--- src/rtl/dp_ir_ctl.sv ---
// JTAG instruction register for the debug port: capture/shift stage, update stage and a
// shift-length monitor, all clocked by iclk and advanced by single-cycle TCK edge strobes.
module dp_ir_ctl #(
   parameter int unsigned        IR_W   = 8,
   parameter logic [IR_W-1:0]    RST_IR = IR_W'('h55)
) (
   input  logic            iclk,
   input  logic            ireset,
   input  logic            tck_re,
   input  logic            tck_fe,
   input  logic            tlr,
   input  logic            capture_ir,
   input  logic            shift_ir,
   input  logic            update_ir,
   input  logic            sdi,
   output logic            sdo,
   output logic            sdo_en,
   input  logic [IR_W-1:0] pdi,
   output logic [IR_W-1:0] pdo,
   output logic            upd_stb,
   output logic            bypass,
   output logic            len_err
);

   localparam int unsigned       CNT_W    = $clog2(IR_W + 2);
   localparam logic [CNT_W-1:0]  CNT_MAX  = CNT_W'(IR_W + 1);
   localparam logic [CNT_W-1:0]  CNT_FULL = CNT_W'(IR_W);

   logic [IR_W-1:0]  sr_q, sr_d;
   logic [CNT_W-1:0] cnt_q, cnt_d;
   logic             sdo_q, sdo_d;
   logic             sdo_en_q, sdo_en_d;
   logic [IR_W-1:0]  pdo_q, pdo_d;
   logic             upd_stb_q, upd_stb_d;
   logic             len_err_q, len_err_d;
   logic [IR_W-1:0]  cap_val;

   // Low two bits of the captured value are the fixed 2'b01 JTAG pattern.
   always_comb begin
      cap_val      = pdi;
      cap_val[1:0] = 2'b01;
   end

   // TAP state levels are resolved tlr > capture > shift > update; falling-edge
   // actions read sr_q so a coincident rising edge cannot affect them.
   always_comb begin
      sr_d      = sr_q;
      cnt_d     = cnt_q;
      sdo_d     = sdo_q;
      sdo_en_d  = sdo_en_q;
      pdo_d     = pdo_q;
      upd_stb_d = 1'b0;
      len_err_d = len_err_q;

      if (tlr) begin
         pdo_d     = RST_IR;
         len_err_d = 1'b0;
         sdo_en_d  = 1'b0;
      end else begin
         if (tck_re) begin
            if (capture_ir) begin
               sr_d  = cap_val;
               cnt_d = '0;
            end else if (shift_ir) begin
               sr_d = {sdi, sr_q[IR_W-1:1]};
               if (cnt_q != CNT_MAX) begin
                  cnt_d = cnt_q + 1'b1;
               end
            end
         end

         if (tck_fe) begin
            if (capture_ir) begin
               sdo_en_d = 1'b0;
            end else if (shift_ir) begin
               sdo_d    = sr_q[0];
               sdo_en_d = 1'b1;
            end else begin
               sdo_en_d = 1'b0;
               if (update_ir) begin
                  pdo_d     = sr_q;
                  upd_stb_d = 1'b1;
                  len_err_d = (cnt_q != CNT_FULL);
               end
            end
         end
      end
   end

   always_ff @(posedge iclk) begin
      if (ireset) begin
         sr_q      <= '0;
         cnt_q     <= '0;
         sdo_q     <= 1'b0;
         sdo_en_q  <= 1'b0;
         pdo_q     <= RST_IR;
         upd_stb_q <= 1'b0;
         len_err_q <= 1'b0;
      end else begin
         sr_q      <= sr_d;
         cnt_q     <= cnt_d;
         sdo_q     <= sdo_d;
         sdo_en_q  <= sdo_en_d;
         pdo_q     <= pdo_d;
         upd_stb_q <= upd_stb_d;
         len_err_q <= len_err_d;
      end
   end

   assign sdo     = sdo_q;
   assign sdo_en  = sdo_en_q;
   assign pdo     = pdo_q;
   assign upd_stb = upd_stb_q;
   assign len_err = len_err_q;
   assign bypass  = &pdo_q;

endmodule

--- config.mk ---
export PLATFORM = sky130hd
export DESIGN_NAME = dp_ir_ctl
export DESIGN_NICKNAME = d
export VERILOG_FILES = /design/src/rtl/dp_ir_ctl.sv
export SDC_FILE = /design/constraint.sdc
export NUM_CORES = 1
export LEC_CHECK = 0
export ABC_AREA = 0
export BUFFER_PORTS_ARGS = -buffer_cell sky130_fd_sc_hd__buf_4
export CORE_MARGIN = 1
export CORE_UTILIZATION = 50
export CTS_CLUSTER_DIAMETER = 100
export DETAILED_ROUTE_END_ITERATION = 16
export PLACE_DENSITY = 0.8
export SYNTH_ARGS = -nofsm -noshare
export SYNTH_HDL_FRONTEND = slang
export SYNTH_SLANG_ARGS = --single-unit
--- constraint.sdc ---
create_clock -name iclk -period 2.4 [get_ports iclk]
set_clock_uncertainty 0.15 [all_clocks]
set_input_delay 0.36 -clock iclk [delete_from_list [all_inputs] [get_ports iclk]]
set_output_delay 0.36 -clock iclk [all_outputs]
set_load 0.01 [all_outputs]
**Yosys cells after proc, flatten, opt, wreduce, memory -nomap -nowiden**

Index checks and enable logic that the tools add are counted.

- Add/sub/neg operators: 1
- Multipliers: 0
- Divide/modulo/power cells: 0
- Order comparisons: 0
- Equality and inequality tests: 2
- Shift-type cells: 0
- Mux-type cells: 8
- Bitwise logic cells: 4
- Reductions and logical operators: 9

Operators by type and width:

| kind | count |
|---|---|
| 8-bit two-way mux | 2 |
| 4-bit two-way mux | 3 |
| 4-bit AND reduction | 3 |
| 4-bit != test (second input constant) | 2 |
| 8-bit AND reduction | 1 |
| 5-bit OR reduction | 1 |
| 4-bit by 1-bit adder with 4-bit output (second input constant) | 1 |
| 1-bit inverter | 4 |
| 2-bit nonzero test | 2 |
| 1-bit two-way mux | 3 |
| 3-bit AND reduction | 1 |
| 2-bit OR reduction | 1 |

- Register bits after elaboration: 24
- Bits in latches: 0
- RAM bits: 0
- Memory bits (read-only): 0
- Output and inout port bits: 13
- Logic and storage cells: 31
- Memories kept: 0

**Logic depth before layout (Yosys ltp)**

Gate-level depths: netlist of run 1.

- Word-level depth: 4
- Gate-level depth with buffers: 5
- Gate-level depth less buffers: 5

**Least setup slack after synthesis of run 1**

Ideal clock, no wire load.

- Path type: flip-flop to flip-flop
- From: register cnt_q[0]
- To: register cnt_q[3]
- Library setup time: 0.076 ns
- Data arrival time: 1.096 ns
- Data required time: 2.174 ns
- Slack: 1.079 ns
- Cell stages (with the launch flop): 5
- Path buffers: 0
- Path through: dfxtp_1 > ha_1 > nor4bb_4 > o31ai_1 > a31oi_1

- Cells in the longest elaborated chain, start to end: 4
- Elaborated cells between the ends (all ways): 7
- Classes of those cells: 1 x add/sub; 1 x eq/ne; 3 x mux; 2 x reduce/logical

RTL lines:

| item | line | RTL |
|---|---|---|
| start, declared | 30 | `logic [CNT_W-1:0] cnt_q, cnt_d;` |
| start signal, assigned | 101 | `cnt_q <= cnt_d;` |
| 4-bit by 1-bit adder with 4-bit output | 67 | `cnt_d = cnt_q + 1'b1;` |
| 4-bit two-way mux | 66 | `if (cnt_q != CNT_MAX) begin` |
| 4-bit two-way mux | 64 | `end else if (shift_ir) begin` |
| 4-bit two-way mux | 61 | `if (capture_ir) begin` |

Several ways; a longest one is shown, not always the timed one. The select of a mux whose other input is x is not followed.
A chain may end at the register's enable or synchronous reset.

**Worst setup path after layout of run 1**

- From: register pdo_q[5] (netlist: pdo[5])
- To: output bypass

- Cells in the longest elaborated chain, start to end: 1

RTL lines:

| item | line | RTL |
|---|---|---|
| start, declared | 33 | `logic [IR_W-1:0] pdo_q, pdo_d;` |
| start signal, assigned | 104 | `pdo_q <= pdo_d;` |
| 8-bit AND reduction | 115 | `assign bypass = &pdo_q;` |
| end, declared | 21 | `output logic bypass,` |

No other way between the ends.

==> results_tabular.tex, run 1 <==
\begin{tabular}{lr}
\hline
Metric & Value \\
\hline
\multicolumn{2}{l}{\textbf{Die}} \\
\quad Y dimension of the die & around 51 um \\
\quad Area of the core & 2230 um2 \\
\quad Floorplan die area & 2580 um2 \\
\quad Row count & 17 \\
\quad Width of the die & 50.8 um \\
\quad Io pins & 30 \\
\quad Starting density of the core & 0.533 \\
\multicolumn{2}{l}{\textbf{Hold path}} \\
\quad Class of the tightest hold or removal check & input port to flip-flop \\
\quad Number of cells traversed by the worst hold path & 3 \\
\quad Hold Path End & pdo[4]\$\_SDFFE\_PP1P\_ \\
\quad Start point of the worst hold path & tlr \\
\multicolumn{2}{l}{\textbf{Job}} \\
\quad Number of violations of the max-capacitance limit & 0 \\
\multicolumn{2}{l}{\textbf{Placement}} \\
\quad Port Buffers & 27 \\
\quad Number of placed cells counting well taps & around 180 \\
\quad Global placement routability congestion & $\sim$0.77 \\
\quad Post-detailed-placement half-perimeter wirelength & 1870 um \\
\multicolumn{2}{l}{\textbf{STA}} \\
\quad Number of setup violations in the final report & 0 \\
\quad Highest clock frequency the design can meet & 636 MHz \\
\quad Period utilization & 0.656 \\
\quad Slew at the pin closest to its max-slew limit & 0.401 ns \\
\quad Final count of pins violating max slew & 0 \\
\quad Hold Slack & 0.183 ns \\
\quad Sum Neg Setup Slack & 0 ns \\
\quad Number of endpoints with negative hold slack in the final report & 0 \\
\quad Worst slew margin & 0.733 \\
\quad Final critical delay including setup and external delays & $\sim$1.6 ns \\
\quad RSZ-0062 raised after global routing & false \\
\multicolumn{2}{l}{\textbf{Routing}} \\
\quad Routed vias/inst & 5.86 \\
\quad DRC errors left & 0 \\
\quad Mean routed wirelength per cell & 14.5 um \\
\quad Final ANT Viol Nets & 0 \\
\quad DRT Pass-1 Iters & 4 \\
\quad Total wirelength of the detailed-routed design & 2630 um \\
\quad Detailed-route via count & 1061 \\
\quad 1st-iter DRT viols & 13 \\
\multicolumn{2}{l}{\textbf{Final layout}} \\
\quad Area taken by flip-flops and latches & roughly 480 um2 \\
\quad Fraction of final layout cells sized beyond drive strength 1 & 0.281 \\
\quad Multi-input gate area in the final layout & 647 um2 \\
\quad Filler cell count in the final layout & 194 \\
\quad Cell Count, Final, Fillers Out & 181 \\
\quad Net count, final & 174 \\
\quad Antenna cells & 0 \\
\quad Layout Area Growth over Synthesis & 21.0\% \\
\multicolumn{2}{l}{\textbf{Clock tree}} \\
\quad Hold buffer count at cts & 0 \\
\quad Bufs on Longest Clock Path & 2 \\
\quad CTS buffer count & 3 \\
\quad CTS tree & yes \\
\quad Post-CTS repair timing setup buffer count & 0 \\
\quad Cell at the root of the clock tree & clkbuf\_4 \\
\quad Post-cts repair resize count & 0 \\
\quad Clk sink count & 24 \\
\quad Clock transition at the registers of the reported paths & 0.14 ns \\
\quad Clock latency on the worst-skew pair & 0.31 ns \\
\quad H-Tree Depth & 1 \\
\multicolumn{2}{l}{\textbf{Global route}} \\
\quad Tot GR Track Use & 0.222 \\
\quad Overflow after GRT & 0 \\
\quad Largest net degree at the start of global routing & 23 \\
\quad Antenna violations before repair & 0 \\
\quad Via count of the first global-routing pass & $\sim$1k \\
\quad First-pass GRT wire length & 4350 um \\
\multicolumn{2}{l}{\textbf{Yosys}} \\
\quad Area fraction of the dominant cell type after synthesis & 0.404 \\
\quad Post-synthesis sequential element count & 24 \\
\quad Total standard cell area after synthesis & 1190 um2 \\
\quad Cell types occupying the most area after synthesis & dfxtp\_1 (40\%), a21oi\_1 (6.7\%), mux2i\_1 (5.9\%) \\
\quad Synthesized Nets & 148 \\
\quad Cell accounting for the most synthesized area & dfxtp\_1 \\
\quad Number of standard cells after synthesis & 128 \\
\quad Sequential fraction of the synthesis area & 0.404 \\
\quad Mean instance size in the synthesized netlist & 9.30 um2 \\
\quad Number of distinct library cell variants in the gate-level netlist after synthesis & 34 \\
\quad Yosys warning total & 0 \\
\multicolumn{2}{l}{\textbf{Setup path}} \\
\quad Critical path peak fanout & 3 \\
\quad Launch instance of the worst register-to-register path & cnt\_q[0]\$\_SDFFE\_PP0P\_ \\
\quad Reg-to-Reg End & cnt\_q[3]\$\_SDFFE\_PP0P\_ \\
\quad CP required & about 1.9 ns \\
\quad Timing startpoint of the critical path & pdo[5]\$\_SDFFE\_PP0P\_ \\
\quad CP Capture Type & primary output \\
\quad Launching element type of the critical path & flip-flop \\
\quad WS Path Type & flip-flop to primary output \\
\quad Worst Reg-to-Reg Cells & 4 \\
\quad Arrival time of the worst setup path & 1.06 ns \\
\quad Minimum setup slack among reg-to-reg paths & slightly above 0.9 ns \\
\multicolumn{2}{l}{\textbf{Pwr}} \\
\quad Power per unit of standard cell area & 560 nW/um2 \\
\quad Maximum ir drop on the vdd rail & 0.357 mV \\
\quad Leak pwr & $\sim$0.00055 uW \\
\multicolumn{2}{l}{\textbf{Outcome}} \\
\quad Run status & finished, final reports clean \\
\hline
\end{tabular}
==> Yosys cell counts <==
library cell   n
dfxtp_1       24
clkbuf_1       2
nor2b_1        2
nor4_1         1
nand4b_1       2
o31ai_1        4
mux2i_1        7
and4bb_1       1
ha_1           3
a21oi_1       16
a211oi_1       1
a211oi_2       5
buf_2          2
nor3_1         1
and4b_1        1
nor4bb_1       1
buf_6          2
nor3b_1        1
nor2_4         2
inv_1          2
nor4bb_4       1
nand3b_1       2
o21ai_0        1
a31oi_1        1
nor3_2         1
or2_1          1
nand2_1       16
or2_2          1
nand3_1        5
nand4_1        5
buf_4          2
nand4bb_1      2
nand2b_1       2
nor2_1         8
==> logic make-up (layout without fill, tap and decap cells) <==
| group | count (synthesis) | after routing | synth area share |
|---|---|---|---|
| compound gates | 28 | 28 | 0.161 |
| fa+ha+maj | 3 | 3 | 0.0315 |
| flops | 24 | 24 | 0.404 |
| mux | 7 | 7 | 0.0589 |
| simple gates | 56 | 56 | 0.292 |
| buf+inv | 10 | 35 | 0.0526 |
==> state kept, by name (all words and copies together) (netlist names) <==
register  count
sr_q          8
pdo           8
sdo           1
upd_stb       1
sdo_en        1
len_err       1
cnt_q         4
==> placed cells by master (no fill, tap or decap), types with 3 or more instances in the layout <==
cell type and instances:
dfxtp_1 24, ha_1 3, buf_4 29, nor2_1 8
a21oi_1 16, nand4_1 5, nand3_1 5, clkbuf_4 3
o31ai_1 4, mux2i_1 7, nand2_1 16, a211oi_2 5
==> power by group <==
part / internal [uW] / switching, uW / leakage, uW
Combinational: 43.5 / 52.9 / 0.000332
Clock: 169 / 124 / 0.0000279
Sequential: 409 / 8.37 / 0.000195
==> layout make-up <==
class                           instances  area share
Timing Repair Buffer                   29       0.151
Clock buffer                            3      0.0156
Multi-Input combinational cell         94       0.449
Inverter                                2     0.00521
Clock inverter                          1      0.0209
Sequential cell                        24       0.334
Tap cell                               28      0.0243
==> how the worst max path moves through the flow <==
stage / endpoint / depth (start not counted) / slack [ns]
2_1_floorplan: cnt_q[3]$_SDFFE_PP0P_ / 4 / 1.08
3_3_place_gp: len_err$_SDFFE_PP0P_ / 5 / 0.81
3_5_place_dp: len_err$_SDFFE_PP0P_ / 5 / 0.79
4_1_cts: bypass / 3 / 0.82
5_1_grt: bypass / 3 / 0.76
6_report: bypass / 3 / 0.83
==> routing by layer <==
| metal | part of all wire | GRT usage | vias to the layer above |
|---|---|---|---|
| met1 | 0.47 | 0.299 | 515 |
| met4 | 0.012 | 0.0926 | 0 |
| li1 | - | - | 512 |
| met3 | 0.035 | 0.0273 | 4 |
| met2 | 0.48 | 0.356 | 30 |
| met5 | 0 | 0 | - |
==> worst max-delay path: stages (launching register included) <==
cell and delay (ns):
dfxtp_1 0.38, nand4_1 0.11, nor2_1 0.13, buf_4 0.13
==> metrics by stage <==
stage | util | cell area (um2) | total power [uW] | setup slack, ns
2_1_floorplan | - | 1190 | 487 | 1.08
3_3_place_gp | 0.621 | 1390 | 517 | 0.808
5_1_grt | 0.645 | 1440 | 838 | 0.759
6_report | 0.645 | 1440 | 807 | 0.827
4_1_cts | 0.645 | 1440 | 809 | 0.819
3_5_place_dp | 0.621 | 1390 | 522 | 0.789
(Power assumes the default switching activity.)
==> run 2: changes to the inputs <==
CORE_UTILIZATION = 46   (was 50)
PLACE_DENSITY = 0.77   (was 0.8)
clock period = 1.39 ns   (was 2.4 ns; I/O delays follow)
==> results_tabular.tex, run 2 (same netlist as run 1, synthesis figures left out) <==
\begin{tabular}{lr}
\hline
Metric & Value \\
\hline
\multicolumn{2}{l}{\textbf{Global route}} \\
\quad Via count of the first global-routing pass & 1036 (+2.1\%) \\
\quad Antenna violations before repair & 0 (unchanged) \\
\quad Largest net degree at the start of global routing & 15 (-35\%) \\
\quad First-pass GRT wire length & 4640 um (+6.7\%) \\
\quad Overflow after GRT & 0 (unchanged) \\
\quad Tot GR Track Use & 0.229 (+0.00689) \\
\multicolumn{2}{l}{\textbf{STA}} \\
\quad Slew at the pin closest to its max-slew limit & 0.394 ns (-0.00730 ns) \\
\quad Worst slew margin & 0.738 (+0.00487) \\
\quad Number of endpoints with negative hold slack in the final report & 0 (unchanged) \\
\quad Highest clock frequency the design can meet & 724 MHz \\
\quad Final count of pins violating max slew & 0 (unchanged) \\
\quad Number of setup violations in the final report & 0 (unchanged) \\
\quad RSZ-0062 raised after global routing & true \\
\quad Sum Neg Setup Slack & 0 ns (unchanged) \\
\quad Period utilization & 0.994 \\
\quad Final critical delay including setup and external delays & between 1 and 1.5 ns \\
\multicolumn{2}{l}{\textbf{Die}} \\
\quad Starting density of the core & 0.485 (-0.0481) \\
\quad Row count & 18 (+1) \\
\quad Floorplan die area & 2790 um2 (+8.3\%) \\
\quad Io pins & 30 (unchanged) \\
\quad Y dimension of the die & 52.9 um (+4.1\%) \\
\quad Area of the core & 2450 um2 (+9.9\%) \\
\quad Width of the die & 52.9 um (+4.1\%) \\
\multicolumn{2}{l}{\textbf{Clock tree}} \\
\quad CTS tree & yes \\
\quad H-Tree Depth & 1 (unchanged) \\
\quad Bufs on Longest Clock Path & 2 (unchanged) \\
\quad Cell at the root of the clock tree & clkbuf\_4 \\
\quad Clk sink count & 24 (unchanged) \\
\quad Clock latency on the worst-skew pair & 0.31 ns (about the same) \\
\quad CTS buffer count & 3 (unchanged) \\
\quad Clock transition at the registers of the reported paths & 0.14 ns (about the same) \\
\multicolumn{2}{l}{\textbf{Hold path}} \\
\quad Class of the tightest hold or removal check & input port to flip-flop \\
\quad Number of cells traversed by the worst hold path & 3 (unchanged) \\
\multicolumn{2}{l}{\textbf{Setup path}} \\
\quad CP Capture Type & primary output \\
\quad Delay of the slowest cell on the worst path & 0.37 ns (about the same) \\
\quad CP required & 1.03 ns (-0.86 ns) \\
\quad Minimum setup slack among reg-to-reg paths & 0.07 ns (-0.86 ns) \\
\quad Worst Reg-to-Reg Cells & 5 (+1) \\
\quad Number of buffer and inverter instances along the worst setup path & 1 (unchanged) \\
\quad Critical Path Stages & 3 (unchanged) \\
\quad Critical path peak fanout & 3 (unchanged) \\
\quad Cell with the largest stage delay on the worst path & dfxtp\_2 \\
\quad Critical Path, Cell by Cell & nand4\_1, nor2\_1, buf\_4 \\
\quad Arrival time of the worst setup path & 1.02 ns (-0.04 ns) \\
\quad Launching element type of the critical path & flip-flop \\
\quad WS Path Type & flip-flop to primary output \\
\quad Kind of cell adding the most delay to the critical path & flip-flops \\
\multicolumn{2}{l}{\textbf{Routing}} \\
\quad Routed vias/inst & 5.65 (-3.6\%) \\
\quad DRT Pass-1 Iters & 4 (unchanged) \\
\quad Final ANT Viol Nets & 0 (unchanged) \\
\quad Total wirelength of the detailed-routed design & 2810 um (+6.9\%) \\
\quad Detailed-route via count & 1091 (+2.8\%) \\
\quad Mean routed wirelength per cell & 14.5 um (+0.21\%) \\
\quad 1st-iter DRT viols & 20 (+7) \\
\quad DRC errors left & 0 (unchanged) \\
\multicolumn{2}{l}{\textbf{Pwr}} \\
\quad Power per unit of standard cell area & 903 nW/um2 (+61\%) \\
\quad Leak pwr & 0.000607 uW (+9.5\%) \\
\quad Maximum ir drop on the vdd rail & 0.562 mV (+57\%) \\
\quad Design Power & 1410 uW (+75\%) \\
\multicolumn{2}{l}{\textbf{Placement}} \\
\quad Port Buffers & 27 (unchanged) \\
\quad Global placement routability congestion & 0.781 (+1.8\%) \\
\quad Post-detailed-placement half-perimeter wirelength & 2070 um (+11\%) \\
\multicolumn{2}{l}{\textbf{Final layout}} \\
\quad Commonest cells after routing, fill and taps aside & buf\_4 (38), a21oi\_1 (16), nand2\_1 (16) \\
\quad Net count, final & 184 (+5.7\%) \\
\quad Antenna cells & 0 (unchanged) \\
\quad Layout Area Growth over Synthesis & 31.3\% \\
\quad Most common cell after layout, fill and taps aside & buf\_4 \\
\quad Fraction of final layout cells sized beyond drive strength 1 & 0.411 (+0.130) \\
\multicolumn{2}{l}{\textbf{Outcome}} \\
\quad Run status & finished, final reports clean \\
\multicolumn{2}{l}{\textbf{Job}} \\
\quad Number of violations of the max-capacitance limit & 0 (unchanged) \\
\hline
\end{tabular}
==> run 2: metrics by stage <==
| stage | setup WS [ns] | area (um2) | util | cells | hold slack [ns] |
|---|---|---|---|---|---|
| final | 0.00902 | 1560 | 0.637 | 193 | 0.0287 |
| after global routing | -0.0696 | 1560 | 0.637 | 193 | 0.0354 |
| after CTS | -0.0105 | 1510 | 0.616 | 191 | 0.0177 |
| after detailed placement | -0.0344 | 1440 | 0.588 | 186 | 0.272 |
| after global placement | 0.0446 | 1440 | 0.588 | 186 | 0.267 |
| after floorplan | 0.0687 | 1190 | - | 128 | 0.123 |
==> run 2: layout make-up <==
type | count | area (um2)
clock buffers | 3 | 22.5
clock inverters | 1 | 30.0
fillers | 208 | 892
inverters | 2 | 7.51
multi-input cells | 94 | 677
flip-flops and latches | 24 | 493
well taps | 30 | 37.5
repair buffers | 39 | 295
==> run 2: worst paths after layout <==
check                                      startpoint                     to
worst max-delay path              pdo[5]$_SDFFE_PP0P_                 bypass
worst min-delay path                              tlr    pdo[4]$_SDFFE_PP1P_
worst max register to register  cnt_q[1]$_SDFFE_PP0P_  cnt_q[3]$_SDFFE_PP0P_
worst min register to register   sr_q[1]$_SDFFE_PP0P_    pdo[1]$_SDFFE_PP0P_
==> run 2: power breakdown <==
group	leakage, uW	switching, uW	internal [uW]
Clock	0.0000279	211	291
Sequential	0.000196	13.8	707
Combinational	0.000384	98.6	89.3
==> run 2: metal layers <==
metal / global-route usage / part of all wire
met5: 0 / 0
met4: 0.0746 / 0.0053
met3: 0.0374 / 0.051
met2: 0.388 / 0.51
met1: 0.292 / 0.44
==> run 2: what timing repair did <==
| item | in CTS | in global routing |
|---|---|---|
| pin swaps | 2 | 5 |
| hold buffers | 1 | 0 |
| endpoints found under the hold margin | 2 | 0 |
| buffers inserted | 0 | 2 |
| setup endpoints to repair | 3 | 5 |
| gates resized for setup | 6 | 10 |
==> run 2: worst reg2reg max path: stages, from the launching register on <==
cell and delay [ns]:
dfxtp_2 0.36, inv_2 0.05, ha_4 0.15, nor4bb_4 0.16, o31ai_1 0.25, a31oi_1 0.10
==> run 3: changes to the inputs <==
CORE_UTILIZATION = 50   (was 46)
PLACE_DENSITY = 0.8   (was 0.77)
TNS_END_PERCENT = 100   (was default)
clock period = 1.77 ns   (was 1.39 ns; I/O delays follow)
==> results_tabular.tex, run 3 (same netlist as run 1, synthesis figures left out) <==
\begin{tabular}{lr}
\hline
Metric & Value \\
\hline
\multicolumn{2}{l}{\textbf{Setup path}} \\
\quad Launching element type of the critical path & flip-flop \\
\quad Critical path peak fanout & 6 (+3) \\
\quad CP Capture Type & flip-flop \\
\quad WS Path Type & flip-flop to flip-flop \\
\quad Arrival time of the worst setup path & 1.58 ns (+0.56 ns) \\
\quad CP required & 1.87 ns (+0.84 ns) \\
\multicolumn{2}{l}{\textbf{Routing}} \\
\quad 1st-iter DRT viols & 12 (-40\%) \\
\quad DRT Pass-1 Iters & 4 (unchanged) \\
\quad Routed vias/inst & 5.76 (+1.9\%) \\
\quad DRC errors left & 0 (unchanged) \\
\quad Total wirelength of the detailed-routed design & 2500 um (-11\%) \\
\quad Final ANT Viol Nets & 0 (unchanged) \\
\quad Mean routed wirelength per cell & 13.8 um (-5.0\%) \\
\quad Detailed-route via count & 1043 (-4.4\%) \\
\multicolumn{2}{l}{\textbf{Clock tree}} \\
\quad CTS buffer count & 3 (unchanged) \\
\quad Clock transition at the registers of the reported paths & 0.13 ns (about the same) \\
\quad H-Tree Depth & 1 (unchanged) \\
\quad Bufs on Longest Clock Path & 2 (unchanged) \\
\quad Clk sink count & 24 (unchanged) \\
\quad CTS tree & yes \\
\quad Cell at the root of the clock tree & clkbuf\_4 \\
\quad Clock latency on the worst-skew pair & 0.31 ns (about the same) \\
\quad Post-CTS repair timing setup buffer count & 0 (unchanged) \\
\quad Hold buffer count at cts & 0 (-1) \\
\quad Post-cts repair resize count & 0 (-6) \\
\multicolumn{2}{l}{\textbf{Global route}} \\
\quad First-pass GRT wire length & 4230 um (-8.9\%) \\
\quad Tot GR Track Use & 0.220 (-0.00886) \\
\quad Via count of the first global-routing pass & 974 (-6.0\%) \\
\quad Overflow after GRT & 0 (unchanged) \\
\quad Largest net degree at the start of global routing & 23 (+8) \\
\quad Antenna violations before repair & 0 (unchanged) \\
\multicolumn{2}{l}{\textbf{Pwr}} \\
\quad Power per unit of standard cell area & 756 nW/um2 (-16\%) \\
\quad Design Power & 1090 uW (-23\%) \\
\quad Leak pwr & 0.000555 uW (-8.7\%) \\
\quad Maximum ir drop on the vdd rail & 0.641 mV (+14\%) \\
\multicolumn{2}{l}{\textbf{STA}} \\
\quad Worst slew margin & 0.733 (-0.00408) \\
\quad Hold Slack & 0.0739 ns (+0.0452 ns) \\
\quad RSZ-0062 raised after global routing & false \\
\quad Period utilization & 0.836 \\
\quad Final critical delay including setup and external delays & between 1 and 1.5 ns \\
\quad Highest clock frequency the design can meet & 676 MHz \\
\quad Sum Neg Setup Slack & 0 ns (unchanged) \\
\quad Number of setup violations in the final report & 0 (unchanged) \\
\quad Smallest setup slack after layout & 0.290 ns (+0.281 ns) \\
\quad Slew at the pin closest to its max-slew limit & 0.400 ns (+0.00612 ns) \\
\quad Final count of pins violating max slew & 0 (unchanged) \\
\quad Number of endpoints with negative hold slack in the final report & 0 (unchanged) \\
\multicolumn{2}{l}{\textbf{Hold path}} \\
\quad Class of the tightest hold or removal check & input port to flip-flop \\
\multicolumn{2}{l}{\textbf{Die}} \\
\quad Row count & 17 (-1) \\
\quad Width of the die & 50.8 um (-3.9\%) \\
\quad Y dimension of the die & 50.8 um (-3.9\%) \\
\quad Io pins & 30 (unchanged) \\
\quad Area of the core & 2230 um2 (-9.0\%) \\
\quad Starting density of the core & 0.533 (+0.0481) \\
\quad Floorplan die area & 2580 um2 (-7.7\%) \\
\multicolumn{2}{l}{\textbf{Placement}} \\
\quad Global placement routability congestion & 0.768 (-1.6\%) \\
\quad Post-detailed-placement half-perimeter wirelength & 1910 um (-7.4\%) \\
\quad Port Buffers & 27 (unchanged) \\
\quad Post-Place Worst Slack & 0.260 ns (+0.295 ns) \\
\quad Number of placed cells counting well taps & 177 (-4.8\%) \\
\multicolumn{2}{l}{\textbf{Final layout}} \\
\quad Most common cell after layout, fill and taps aside & buf\_4 \\
\quad Net count, final & 174 (-5.4\%) \\
\quad Layout Area Growth over Synthesis & 21.0\% \\
\quad Fraction of final layout cells sized beyond drive strength 1 & 0.281 (-0.130) \\
\quad Commonest cells after routing, fill and taps aside & buf\_4 (29), dfxtp\_1 (24), a21oi\_1 (16), nand2\_1 (16), nor2\_1 (8) \\
\quad Antenna cells & 0 (unchanged) \\
\quad Cell Count, Final, Fillers Out & 181 (-6.2\%) \\
\multicolumn{2}{l}{\textbf{Outcome}} \\
\quad Run status & finished, final reports clean \\
\multicolumn{2}{l}{\textbf{Job}} \\
\quad Number of violations of the max-capacitance limit & 0 (unchanged) \\
\hline
\end{tabular}
-- run 3: cell types whose count changed in the layout (fill, tap and decap cells not counted), sizes merged --
cell | previous run | this run
dlygate4sd3 | 1 | 0
buf | 38 | 29
-- run 3: critical path: stages, from the launching register on --
cell	delay (ns)
dfxtp_1	0.45
ha_1	0.20
nor4bb_4	0.37
o31ai_1	0.10
a31oi_1	0.15
-- run 3: per-stage QoR --
| step | cell area, um2 | util |
|---|---|---|
| floorplan | 1190 | - |
| global placement | 1390 | 0.621 |
| detailed placement | 1390 | 0.621 |
| CTS | 1440 | 0.645 |
| global route | 1440 | 0.645 |
| finish | 1440 | 0.645 |
-- run 3: final cells by class --
class                           count  area, um2
Clock buffer                        3       22.5
Clock inverter                      1       30.0
Fill cell                         179        793
Inverter                            2       7.51
Multi-Input combinational cell     94        647
Sequential cell                    24        480
Tap cell                           28       35.0
Timing Repair Buffer               29        218
-- run 3: final timing paths --
check,slack (ns),to,startpoint,depth (start not counted)
setup reg to reg,0.29,cnt_q[3]$_SDFFE_PP0P_,cnt_q[0]$_SDFFE_PP0P_,4
hold / removal,0.07,pdo[0]$_SDFFE_PP1P_,tlr,3
hold reg to reg,0.33,pdo[3]$_SDFFE_PP0P_,sr_q[3]$_SDFFE_PP0P_,2
setup / recovery,0.29,cnt_q[3]$_SDFFE_PP0P_,cnt_q[0]$_SDFFE_PP0P_,4
-- run 3: report_power, final --
group / switching, uW / total (uW) / internal (uW)
clock network: 165 / 393 / 229
registers: 11.5 / 566 / 555
logic: 70.5 / 129 / 58.9
total: 247 / 1090 / 842
-- run 3: layer usage --
layer | GRT usage | vias to the layer above | wire length (um)
li1 | - | 510 | -
met1 | 0.279 | 503 | 1130
met2 | 0.371 | 28 | 1250
met3 | 0.0394 | 2 | 105
met4 | 0.0787 | 0 | 13
met5 | 0 | - | 0
